$ cat src/rtl/chip8_key_state.sv
// chip8_key_state: debounces CHIP-8 keypad scanner reports into a stable key state,
// answers the CPU "is key X down" query and runs the FX0A press-then-release wait.
// Ports:
//   clk_in, rst_n_in                        clock, asynchronous active-low reset
//   scan_key_in/scan_valid_in/scan_strobe_in  scanner report, qualified by strobe
//   stable_key_out/stable_valid_out         debounced key state
//   key_change_out                          pulse when the debounced state changes
//   query_key_in -> query_pressed_out       registered key-down query
//   wait_req_in/wait_cancel_in              start / abort an FX0A wait
//   wait_busy_out/wait_done_out/wait_key_out  wait status and result
module chip8_key_state #(
    parameter int DEBOUNCE_SAMPLES = 3
) (
    input  logic       clk_in,
    input  logic       rst_n_in,
    input  logic [3:0] scan_key_in,
    input  logic       scan_valid_in,
    input  logic       scan_strobe_in,
    output logic [3:0] stable_key_out,
    output logic       stable_valid_out,
    output logic       key_change_out,
    input  logic [3:0] query_key_in,
    output logic       query_pressed_out,
    input  logic       wait_req_in,
    input  logic       wait_cancel_in,
    output logic       wait_busy_out,
    output logic       wait_done_out,
    output logic [3:0] wait_key_out
);
    localparam logic [3:0] LIMIT = 4'(DEBOUNCE_SAMPLES);

    typedef enum logic [1:0] {IDLE, ARM, PRESS, RELEASE} wait_state_t;

    wait_state_t state;
    logic        cand_valid;
    logic [3:0]  cand_key;
    logic [3:0]  count;
    logic        match;
    logic [3:0]  next_count;
    logic        settle;

    // "No key" samples match each other regardless of the reported index.
    always_comb begin
        match      = (cand_valid == scan_valid_in) && (!scan_valid_in || cand_key == scan_key_in);
        next_count = !match ? 4'd1 : (count >= LIMIT) ? LIMIT : count + 4'd1;
        settle     = scan_strobe_in && next_count == LIMIT;
    end

    always_ff @(posedge clk_in or negedge rst_n_in) begin
        if (!rst_n_in) begin
            cand_valid       <= 1'b0;
            cand_key         <= 4'd0;
            count            <= 4'd0;
            stable_valid_out <= 1'b0;
            stable_key_out   <= 4'd0;
            key_change_out   <= 1'b0;
        end else begin
            key_change_out <= 1'b0;
            if (scan_strobe_in) begin
                cand_valid <= scan_valid_in;
                cand_key   <= scan_key_in;
                count      <= next_count;
            end
            // A saturated, still-matching candidate re-settles to the same value,
            // so the change flag stays low in that case.
            if (settle) begin
                stable_valid_out <= scan_valid_in;
                if (scan_valid_in)
                    stable_key_out <= scan_key_in;
                key_change_out <= (stable_valid_out != scan_valid_in) ||
                                  (scan_valid_in && stable_key_out != scan_key_in);
            end
        end
    end

    always_ff @(posedge clk_in or negedge rst_n_in) begin
        if (!rst_n_in)
            query_pressed_out <= 1'b0;
        else
            query_pressed_out <= stable_valid_out && stable_key_out == query_key_in;
    end

    assign wait_busy_out = state != IDLE;

    // A key already held at request time parks in ARM until released, so only a
    // fresh press can complete the wait.
    always_ff @(posedge clk_in or negedge rst_n_in) begin
        if (!rst_n_in) begin
            state         <= IDLE;
            wait_done_out <= 1'b0;
            wait_key_out  <= 4'd0;
        end else begin
            wait_done_out <= 1'b0;
            if (wait_cancel_in) begin
                state <= IDLE;
            end else begin
                case (state)
                    IDLE:
                        if (wait_req_in)
                            state <= stable_valid_out ? ARM : PRESS;
                    ARM:
                        if (!stable_valid_out)
                            state <= PRESS;
                    PRESS:
                        if (stable_valid_out) begin
                            wait_key_out <= stable_key_out;
                            state        <= RELEASE;
                        end
                    RELEASE:
                        if (!stable_valid_out || stable_key_out != wait_key_out) begin
                            wait_done_out <= 1'b1;
                            state         <= IDLE;
                        end
                    default:
                        state <= IDLE;
                endcase
            end
        end
    end
endmodule
$ cat config.mk
export PLATFORM = sky130hd
export DESIGN_NAME = chip8_key_state
export DESIGN_NICKNAME = d
export VERILOG_FILES = /design/src/rtl/chip8_key_state.sv
export SDC_FILE = /design/constraint.sdc
export NUM_CORES = 1
export LEC_CHECK = 0
export CELL_PAD_IN_SITES_DETAIL_PLACEMENT = 0
export CELL_PAD_IN_SITES_GLOBAL_PLACEMENT = 1
export CORE_ASPECT_RATIO = 0.7
export CORE_MARGIN = 2
export CORE_UTILIZATION = 38
export CTS_BUF_LIST = sky130_fd_sc_hd__clkbuf_16
export DETAILED_ROUTE_END_ITERATION = 8
export PLACE_DENSITY_LB_ADDON = 0.3
export RECOVER_POWER = 50
export SLEW_MARGIN = 10
export SYNTH_ARGS = -nofsm -noshare
export SYNTH_HDL_FRONTEND = slang
export SYNTH_SLANG_ARGS = --single-unit
export TNS_END_PERCENT = 100
$ cat constraint.sdc
create_clock -name clk_in -period 2.5 [get_ports clk_in]
set_clock_uncertainty 0.1 [all_clocks]
set_input_delay 0.75 -clock clk_in [delete_from_list [all_inputs] [get_ports clk_in]]
set_output_delay 0.75 -clock clk_in [all_outputs]
set_load 0.01 [all_outputs]
==> flow_summary_export.csv, run 1 <==
group,metric,value,unit
outcome,status,"finished, final reports clean",
place,port_buffers,26,
route,via_per_inst,5.30,
floorplanning,start_util,0.396,
clock_network,hold_buffers,0,
pwr,power_leakage,0.772,nW
setup_path,crit_arrival,1.42,ns
layout,multi_input_area,607,sq um
clock_network,clk_latency,0.26,ns
global_route,grt_pass1_wl,4860,um
layout,antennaDiodeCount,0,
yosys,yosysSeqAreaShare,0.461,
clock_network,clock_sinks,23,
setup_path,timing.critical_path.from,"stable_valid_out",
clock_network,cts_tree,"yes",
timing,slew-limit-headroom,0.156,
floorplanning,coreArea,3150,sq um
yosys,syn-instance-count,113,
timing,post-route-min-period,2.27,ns
timing,hold_viol,0,
global_route,track_usage,0.173,
clock_network,cts.path.max_buffers,2,
floorplanning,rows,17,
route,drc_errors,0,
clock_network,cts_max_level,1,
floorplanning,die_w,72.5,um
layout,drive_gt1_frac,0.128,
layout,fin_area,1680,sq um
flow_run,maxCapViolations,0,
setup_path,ff2ff_path_depth,5,
layout,fillers,284,
setup_path,cp-start-kind,"flop",
min_path,hold_end,"cand_key[3]",
yosys,syn_nets,132,
min_path,hold_depth,1,
min_path,hold_path.class,"flop to flop",
pwr,power_density,685,nW/um^2
global_route,grt_start_max_net_pins,24,
route,drt_wl_total,2860,um
setup_path,cp_max_fo,12,
global_route,first_global_vias,973,
route,routedWlPerCell,15.3,um
floorplanning,ioPinCount,27,
place,post-dp-hpwl,2190,um
yosys,synthArstFlopShare,1.00,
yosys,yosysUniqueCellTypes,43,
route,routed.top_layer,"met4",
setup_path,worstSetupPathType,"flop to primary output",
route,ant_nets,0,
global_route,grt-ovfl-total,0,
floorplanning,dieArea,3760,sq um
route,dr_wl_met3,187,um
place,place_area,1590,sq um
global_route,antenna_found_initial,0,
clock_network,cts_root_buffer,"clkbuf_16",
timing,setup_violations,0,
layout,areaGrowthSynthToFinish,34.8,%
timing,worst_slew_pin_slew,1.27,ns
route,drt_pass1_iterations,4,
setup_path,critical_path_required,1.65,ns
yosys,netlist_area,1250,sq um
timing,hold_ws,0.412,ns
timing,min_period_over_period,0.907,
timing,rsz0062_at_grt,"false",
route,drt-initial-drc-count,118,
setup_path,cpMaxStageDelayCell,"clkdlybuf4s50_1",
setup_path,critical_path.max_stage_delay,0.61,ns
yosys,synth-edff-count,0,
layout,register_area,576,sq um
setup_path,timing.rr.end,"stable_key_out[1]",
setup_path,cp_cell_sequence,"clkdlybuf4s50_1",
timing,fmax,441,MHz
yosys,yosys_warnings,0,
layout,nNetsFinal,169,
clock_network,cts-buffers-inserted,3,
yosys,ys_seq_elements,23,
route,vias,991,
floorplanning,fp.dieH,51.9,um
route,drt-met1-wl,1520,um
route,route.met2.wl,1140,um
setup_path,cpLargestDelayFamily,"buffers and inverters",
place,gp_congestion,0.828,
yosys,ys_dominant_reg_cell,"dfrtp_1",
setup_path,ff2ff_setup_slack,0.58,ns
min_path,worstHoldStart,"cand_key[3]",
setup_path,crit_buf_inv,1,
timing,slew_violations,0,
clock_network,clkTransAtPathRegs,0.06,ns
setup_path,cp-end-kind,"primary output",
yosys,syn_area_per_cell,11.0,sq um
pwr,ir_drop,0.285,mV
setup_path,worstReg2RegStart,"count[0]",
==> per-layer routing <==
| metal | GRT usage | vias to the layer above |
|---|---|---|
| li1 | - | 470 |
| met1 | 0.271 | 484 |
| met2 | 0.226 | 35 |
| met3 | 0.0504 | 2 |
| met4 | 0.0463 | 0 |
| met5 | 0 | - |
==> power by group <==
group | leakage, nW | total (W) | switching [W] | internal [W]
clock | 0.0409 | 0.000346 | 0.000131 | 0.000215
combinational | 0.439 | 0.000337 | 0.000159 | 0.000177
sequential | 0.292 | 0.000469 | 0.0000526 | 0.000416
total | 0.772 | 0.00115 | 0.000343 | 0.000809
==> through the flow <==
stage	power (W)	worst slack (ns)	setup TNS, ns	util	cells
floorplan	0.000655	0.494	0	-	113
global placement	0.000798	0.0200	0	0.505	181
detailed placement	0.000809	-0.0315	-0.0690	0.505	181
CTS	0.00116	0.00801	0	0.530	185
global route	0.00123	0.125	0	0.534	187
finish	0.00115	0.233	0	0.534	187
==> layout make-up <==
cell class	instances	area share
tap	38	0.0283
multi-input combinational	74	0.361
inverter	13	0.0290
sequential	23	0.342
clock inverter	1	0.00298
clock buffer	3	0.0446
timing repair buffer	35	0.192
==> worst max-delay path by stage <==
| stage | endpoint | slack (ns) | cells past startpoint |
|---|---|---|---|
| after global placement | stable_key_out[1] | 0.02 | 5 |
| after floorplan | stable_key_out[1] | 0.49 | 5 |
| after CTS | wait_busy_out | 0.008 | 4 |
| after detailed placement | stable_key_out[1] | -0.03 | 5 |
| after global routing | cand_key[0] | 0.12 | 2 |
| final | stable_valid_out | 0.23 | 1 |
==> Yosys cell counts (2+ instances only) <==
cell      instances  area, sq um
mux2_4            2         30.0
nor2_1            2         7.51
nand2b_1          3         18.8
nor2b_1           3         18.8
o21ai_1           3         15.0
o211ai_1          2         15.0
dfrtp_1          23          576
xnor2_1           3         26.3
inv_1            12         45.0
a221oi_1          2         17.5
ha_1              5         62.6
mux2i_1           3         30.0
nor4_1            2         12.5
nand3_1           3         15.0
mux2_1            5         56.3
xor2_1            9         78.8
nand2_1           5         18.8
==> registers in the layout, summed over array words and instances, names as in the netlist <==
| register | count |
|---|---|
| cand_key | 4 |
| cand_valid | 1 |
| count | 4 |
| key_change_out | 1 |
| query_pressed_out | 1 |
| stable_key_out | 4 |
| stable_valid_out | 1 |
| state | 2 |
| wait_done_out | 1 |
| wait_key_out | 4 |
==> cell families after synthesis <==
kind of cell / count (synthesis) / share of synthesized area
DFF: 23 / 0.461
AOI/OAI and AO/OA: 22 / 0.137
xor gates and xnor gates: 12 / 0.0843
and+or+nand+nor: 24 / 0.110
buffers and inverters: 16 / 0.0542
muxes: 11 / 0.102
adders and majority gates: 5 / 0.0502
==> placed cells by master, fill, tap and decap left out, types with 4 or more instances in the layout <==
| master | synthesis | routed |
|---|---|---|
| xor2_1 | 9 | 9 |
| mux2_1 | 5 | 5 |
| clkdlybuf4s50_1 | 0 | 22 |
| ha_1 | 5 | 4 |
| inv_1 | 12 | 12 |
| dfrtp_1 | 23 | 23 |
| nand2_1 | 5 | 5 |
| buf_4 | 0 | 7 |
==> timing repair <==
action	4_1_cts	5_1_grt
resized for setup	0	2
hold endpoints to repair	0	0
endpoints found under the setup margin	0	1
buffers inserted	0	2
Note: power is estimated with default switching activity, not from simulation.
==> run 2: changes to the inputs <==
CORE_UTILIZATION = 47   (was 38)
DONT_BUFFER_PORTS = 1   (was unset)
==> flow_summary_export.csv, run 2 (synthesis results as in run 1) <==
group,metric,value,unit
floorplanning,die_w,65.6,um
timing,min_period_over_period,0.795,
setup_path,crit_buf_inv,2,
route,drt_wl_total,2520,um
layout,fillers,221,
floorplanning,rows,15,
clock_network,cts_root_buffer,"clkbuf_16",
setup_path,cpLargestDelayFamily,"flip-flops",
route,drc_errors,0,
route,via_per_inst,5.66,
timing,tns,0,ns
layout,mostFrequentLayoutCells,"23 x dfrtp_1, 12 x inv_1, 9 x xor2_1",
clock_network,clock_sinks,23,
setup_path,cp_max_fo,4,
timing,rsz0062_at_grt,"false",
layout,multi_input_area,604,sq um
layout,final_common_cell,"dfrtp_1",
floorplanning,coreArea,2500,sq um
route,drt_pass1_iterations,4,
pwr,power_density,776,nW/um^2
outcome,status,"finished, final reports clean",
timing,slew-limit-headroom,0.705,
floorplanning,fp.dieH,47.1,um
setup_path,critical_path.max_stage_delay,0.40,ns
pwr,power_leakage,0.623,nW
route,vias,837,
setup_path,cpMaxStageDelayCell,"dfrtp_1",
layout,areaGrowthSynthToFinish,8.33,%
clock_network,cts_tree,"yes",
global_route,grt_pass1_wl,4220,um
clock_network,cts-buffers-inserted,3,
layout,drive_gt1_frac,0.0965,
clock_network,cts_setup_buffers,0,
clock_network,cts_max_level,1,
setup_path,crit_arrival,1.14,ns
floorplanning,ioPinCount,27,
timing,hold_viol,0,
setup_path,worstSetupPathType,"flop to primary output",
clock_network,cts.path.max_buffers,2,
place,post-dp-hpwl,1940,um
route,routedWlPerCell,17.0,um
clock_network,clkTransAtPathRegs,0.06,ns
layout,stdcell_count,148,
place,port_buffers,0,
place,gp_congestion,0.821,
flow_run,maxCapViolations,0,
layout,register_area,576,sq um
floorplanning,start_util,0.500,
setup_path,cp_cell_sequence,"inv_1 -> ha_1 -> inv_1",
setup_path,cp-start-kind,"flop",
setup_path,critical_path_required,1.65,ns
clock_network,hold_buffers,0,
pwr,ir_drop,0.620,mV
layout,nNetsFinal,134,
timing,worst_slew_pin_slew,0.443,ns
timing,post-route-min-period,1.99,ns
global_route,grt_start_max_net_pins,24,
global_route,first_global_vias,826,
layout,antennaDiodeCount,0,
clock_network,post_cts_resized,0,
place,placed_cells,144,
route,drt-initial-drc-count,45,
route,ant_nets,0,
timing,fmax,503,MHz
global_route,antenna_found_initial,0,
clock_network,clk_latency,0.26,ns
setup_path,cp_common_cell,"inv_1",
floorplanning,dieArea,3090,sq um
timing,setup_violations,0,
global_route,track_usage,0.193,
global_route,grt-ovfl-total,0,
min_path,hold_path.class,"input port to asynchronous set/reset pin",
timing,slew_violations,0,
setup_path,cp-end-kind,"primary output",
## run 2: cell type report
class | count | area share
well taps | 34 | 0.0315
inverters | 13 | 0.0361
clock buffers | 3 | 0.0556
flip-flops and latches | 23 | 0.426
multi-input cells | 74 | 0.447
clock inverters | 1 | 0.00370
## run 2: metrics by stage
step | cell area (sq um) | power [W] | worst slack (ns) | utilization | hold slack [ns]
detailed placement | 1270 | 0.000705 | 0.344 | 0.509 | 0.355
global placement | 1270 | 0.000697 | 0.388 | 0.509 | 0.355
finish | 1350 | 0.00105 | 0.511 | 0.541 | 0.0803
floorplan | 1250 | 0.000655 | 0.494 | - | 0.354
CTS | 1350 | 0.00106 | 0.510 | 0.541 | 0.0764
global route | 1350 | 0.00112 | 0.401 | 0.541 | 0.0677
## run 2: power by group
| part | switching, W | internal (W) |
|---|---|---|
| clock network | 0.000133 | 0.000215 |
| registers | 0.0000677 | 0.000416 |
| logic | 0.000112 | 0.000104 |
## run 2: final timing paths
check | slack (ns) | to | start | depth (start not counted)
setup / recovery | 0.51 | wait_busy_out | state[1] | 3
hold / removal | 0.08 | query_pressed_out | rst_n_in | 0
min in group clk_in | 0.41 | cand_key[2] | cand_key[2] | 1
hold reg to reg | 0.41 | cand_key[2] | cand_key[2] | 1
setup reg to reg | 0.52 | stable_key_out[3] | count[0] | 5
max in group asynchronous | 2.14 | state[1] | rst_n_in | 0
## run 2: metal layers
metal | track usage | share of wire
met5 | 0 | 0
met4 | 0.0500 | 0.0044
met3 | 0.0743 | 0.071
met2 | 0.251 | 0.37
met1 | 0.295 | 0.55
==> run 3: changes to the inputs <==
CORE_UTILIZATION = 43   (was 47)
clock period = 1.6 ns   (was 2.5 ns; I/O delays follow)
==> flow_summary_export.csv, run 3 (synthesis results as in run 1) <==
group,metric,value,unit
route,drt_pass1_iterations,4,
min_path,worstHoldStart,"wait_cancel_in",
timing,fmax,551,MHz
min_path,hold_depth,1,
min_path,hold_end,"state[1]",
floorplanning,coreArea,2780,sq um
place,pre_cts_slack,-0.194,ns
layout,drive_gt1_frac,0.336,
setup_path,cp-end-kind,"flop",
timing,finalWorstSetupSlack,-0.214,ns
pwr,ir_drop,0.675,mV
setup_path,critical_path_required,1.64,ns
route,ant_nets,0,
place,gp_congestion,0.764,
global_route,first_global_vias,951,
route,drt_wl_total,2810,um
floorplanning,dieArea,3350,sq um
clock_network,cts.path.max_buffers,2,
setup_path,ff2ff_path_depth,5,
setup_path,critical_path.max_stage_delay,0.41,ns
floorplanning,ioPinCount,27,
timing,setup_violations,5,
global_route,grt_start_max_net_pins,24,
clock_network,cts_tree,"yes",
setup_path,cpLargestDelayFamily,"simple AND/OR/NAND/NOR gates",
timing,rsz0062_at_grt,"true",
setup_path,timing.rr.end,"stable_key_out[3]",
timing,tns,-0.878,ns
layout,areaGrowthSynthToFinish,30.7,%
layout,mostFrequentLayoutCells,"23 x dfrtp_1, 14 x buf_4, 10 x inv_1, 9 x xor2_1, 8 x clkbuf_1",
min_path,hold_path.class,"input port to flop",
layout,antennaDiodeCount,0,
clock_network,cts_max_level,1,
global_route,antenna_found_initial,0,
global_route,grt-ovfl-total,0,
timing,hold_ws,0.181,ns
outcome,violations,"negative setup slack",
outcome,status,"finished, violations left",
layout,nNetsFinal,160,
layout,stdcell_count,176,
setup_path,worstReg2RegStart,"count[1]",
setup_path,crit_buf_inv,0,
setup_path,ff2ff_setup_slack,-0.21,ns
timing,worst_slew_pin_slew,1.19,ns
setup_path,cp-start-kind,"flop",
clock_network,clock_sinks,23,
timing,slew-limit-headroom,0.206,
place,post-dp-hpwl,2020,um
place,port_buffers,0,
clock_network,cts_root_buffer,"clkbuf_16",
setup_path,cp_cell_sequence,"ha_4 -> or3_4 -> o21ai_2 -> and3b_2 -> mux2_4",
layout,final_common_cell,"dfrtp_1",
setup_path,cpMaxStageDelayCell,"dfrtp_1",
place,placed_cells,167,
pwr,power_density,1140,nW/um^2
flow_run,maxCapViolations,0,
clock_network,clkTransAtPathRegs,0.06,ns
timing,hold_viol,0,
clock_network,clk_latency,0.25,ns
route,drt-initial-drc-count,54,
route,routedWlPerCell,16.0,um
floorplanning,fp.dieH,49.1,um
setup_path,worstSetupPathType,"flop to flop",
clock_network,cts-buffers-inserted,3,
route,via_per_inst,5.31,
global_route,track_usage,0.179,
route,vias,934,
floorplanning,rows,16,
floorplanning,die_w,68.4,um
setup_path,cp_max_fo,4,
route,drc_errors,0,
global_route,grt_pass1_wl,4470,um
floorplanning,start_util,0.448,
setup_path,crit_arrival,1.85,ns
pwr,power_leakage,0.732,nW
timing,min_period_over_period,1.13,
timing,slew_violations,0,
timing,post-route-min-period,1.81,ns
run 3: changes by cell type in the layout (fill, tap and decap cells not counted), sizes merged:
cell | before | now
buf | 0 | 17
clkbuf | 3 | 12
clkinv | 1 | 0
inv | 13 | 14
run 3: layout make-up:
type / instances / area (sq um)
flip-flops and latches: 23 / 576
repair buffers: 26 / 174
well taps: 36 / 45.0
clock inverters: 1 / 3.75
clock buffers: 3 / 75.1
fillers: 236 / 1150
inverters: 13 / 48.8
multi-input cells: 74 / 708
run 3: per-stage QoR:
stage               utilization  cell area [sq um]  power, W
floorplan                     -               1260   0.00103
global route              0.586               1630   0.00198
CTS                       0.572               1590   0.00183
global placement          0.518               1440   0.00121
finish                    0.586               1630   0.00186
detailed placement        0.518               1440   0.00123
run 3: what timing repair did:
item / 4_1_cts / 5_1_grt
setup buffers: 4 / 1
gates resized for setup: 10 / 16
setup endpoints to repair: 8 / 34
pin swaps: 2 / 9
hold buffers: 1 / 0
gates cloned: 0 / 0
hold endpoints to repair: 23 / 0
run 3: report_power, final:
group / internal [W] / leakage [nW] / switching [W]
logic: 0.000321 / 0.398 / 0.000304
clock network: 0.000333 / 0.0423 / 0.000188
registers: 0.000651 / 0.292 / 0.0000594
run 3: per-layer routing:
metal / GRT usage / wire length [um]
met4: 0.0100 / 4
met1: 0.260 / 1380
met5: 0 / 0
met3: 0.0693 / 190
met2: 0.267 / 1240
run 3: worst max path at each step:
stage / startpoint / to / slack (ns) / cells past startpoint
after detailed placement: count[1] / stable_key_out[3] / -0.19 / 5
after CTS: count[1] / stable_key_out[3] / -0.19 / 5
after global placement: scan_key_in[3] / stable_key_out[1] / -0.17 / 4
after global routing: count[1] / stable_key_out[3] / -0.27 / 5
after floorplan: count[0] / stable_key_out[1] / -0.24 / 6
final: count[1] / stable_key_out[3] / -0.21 / 5
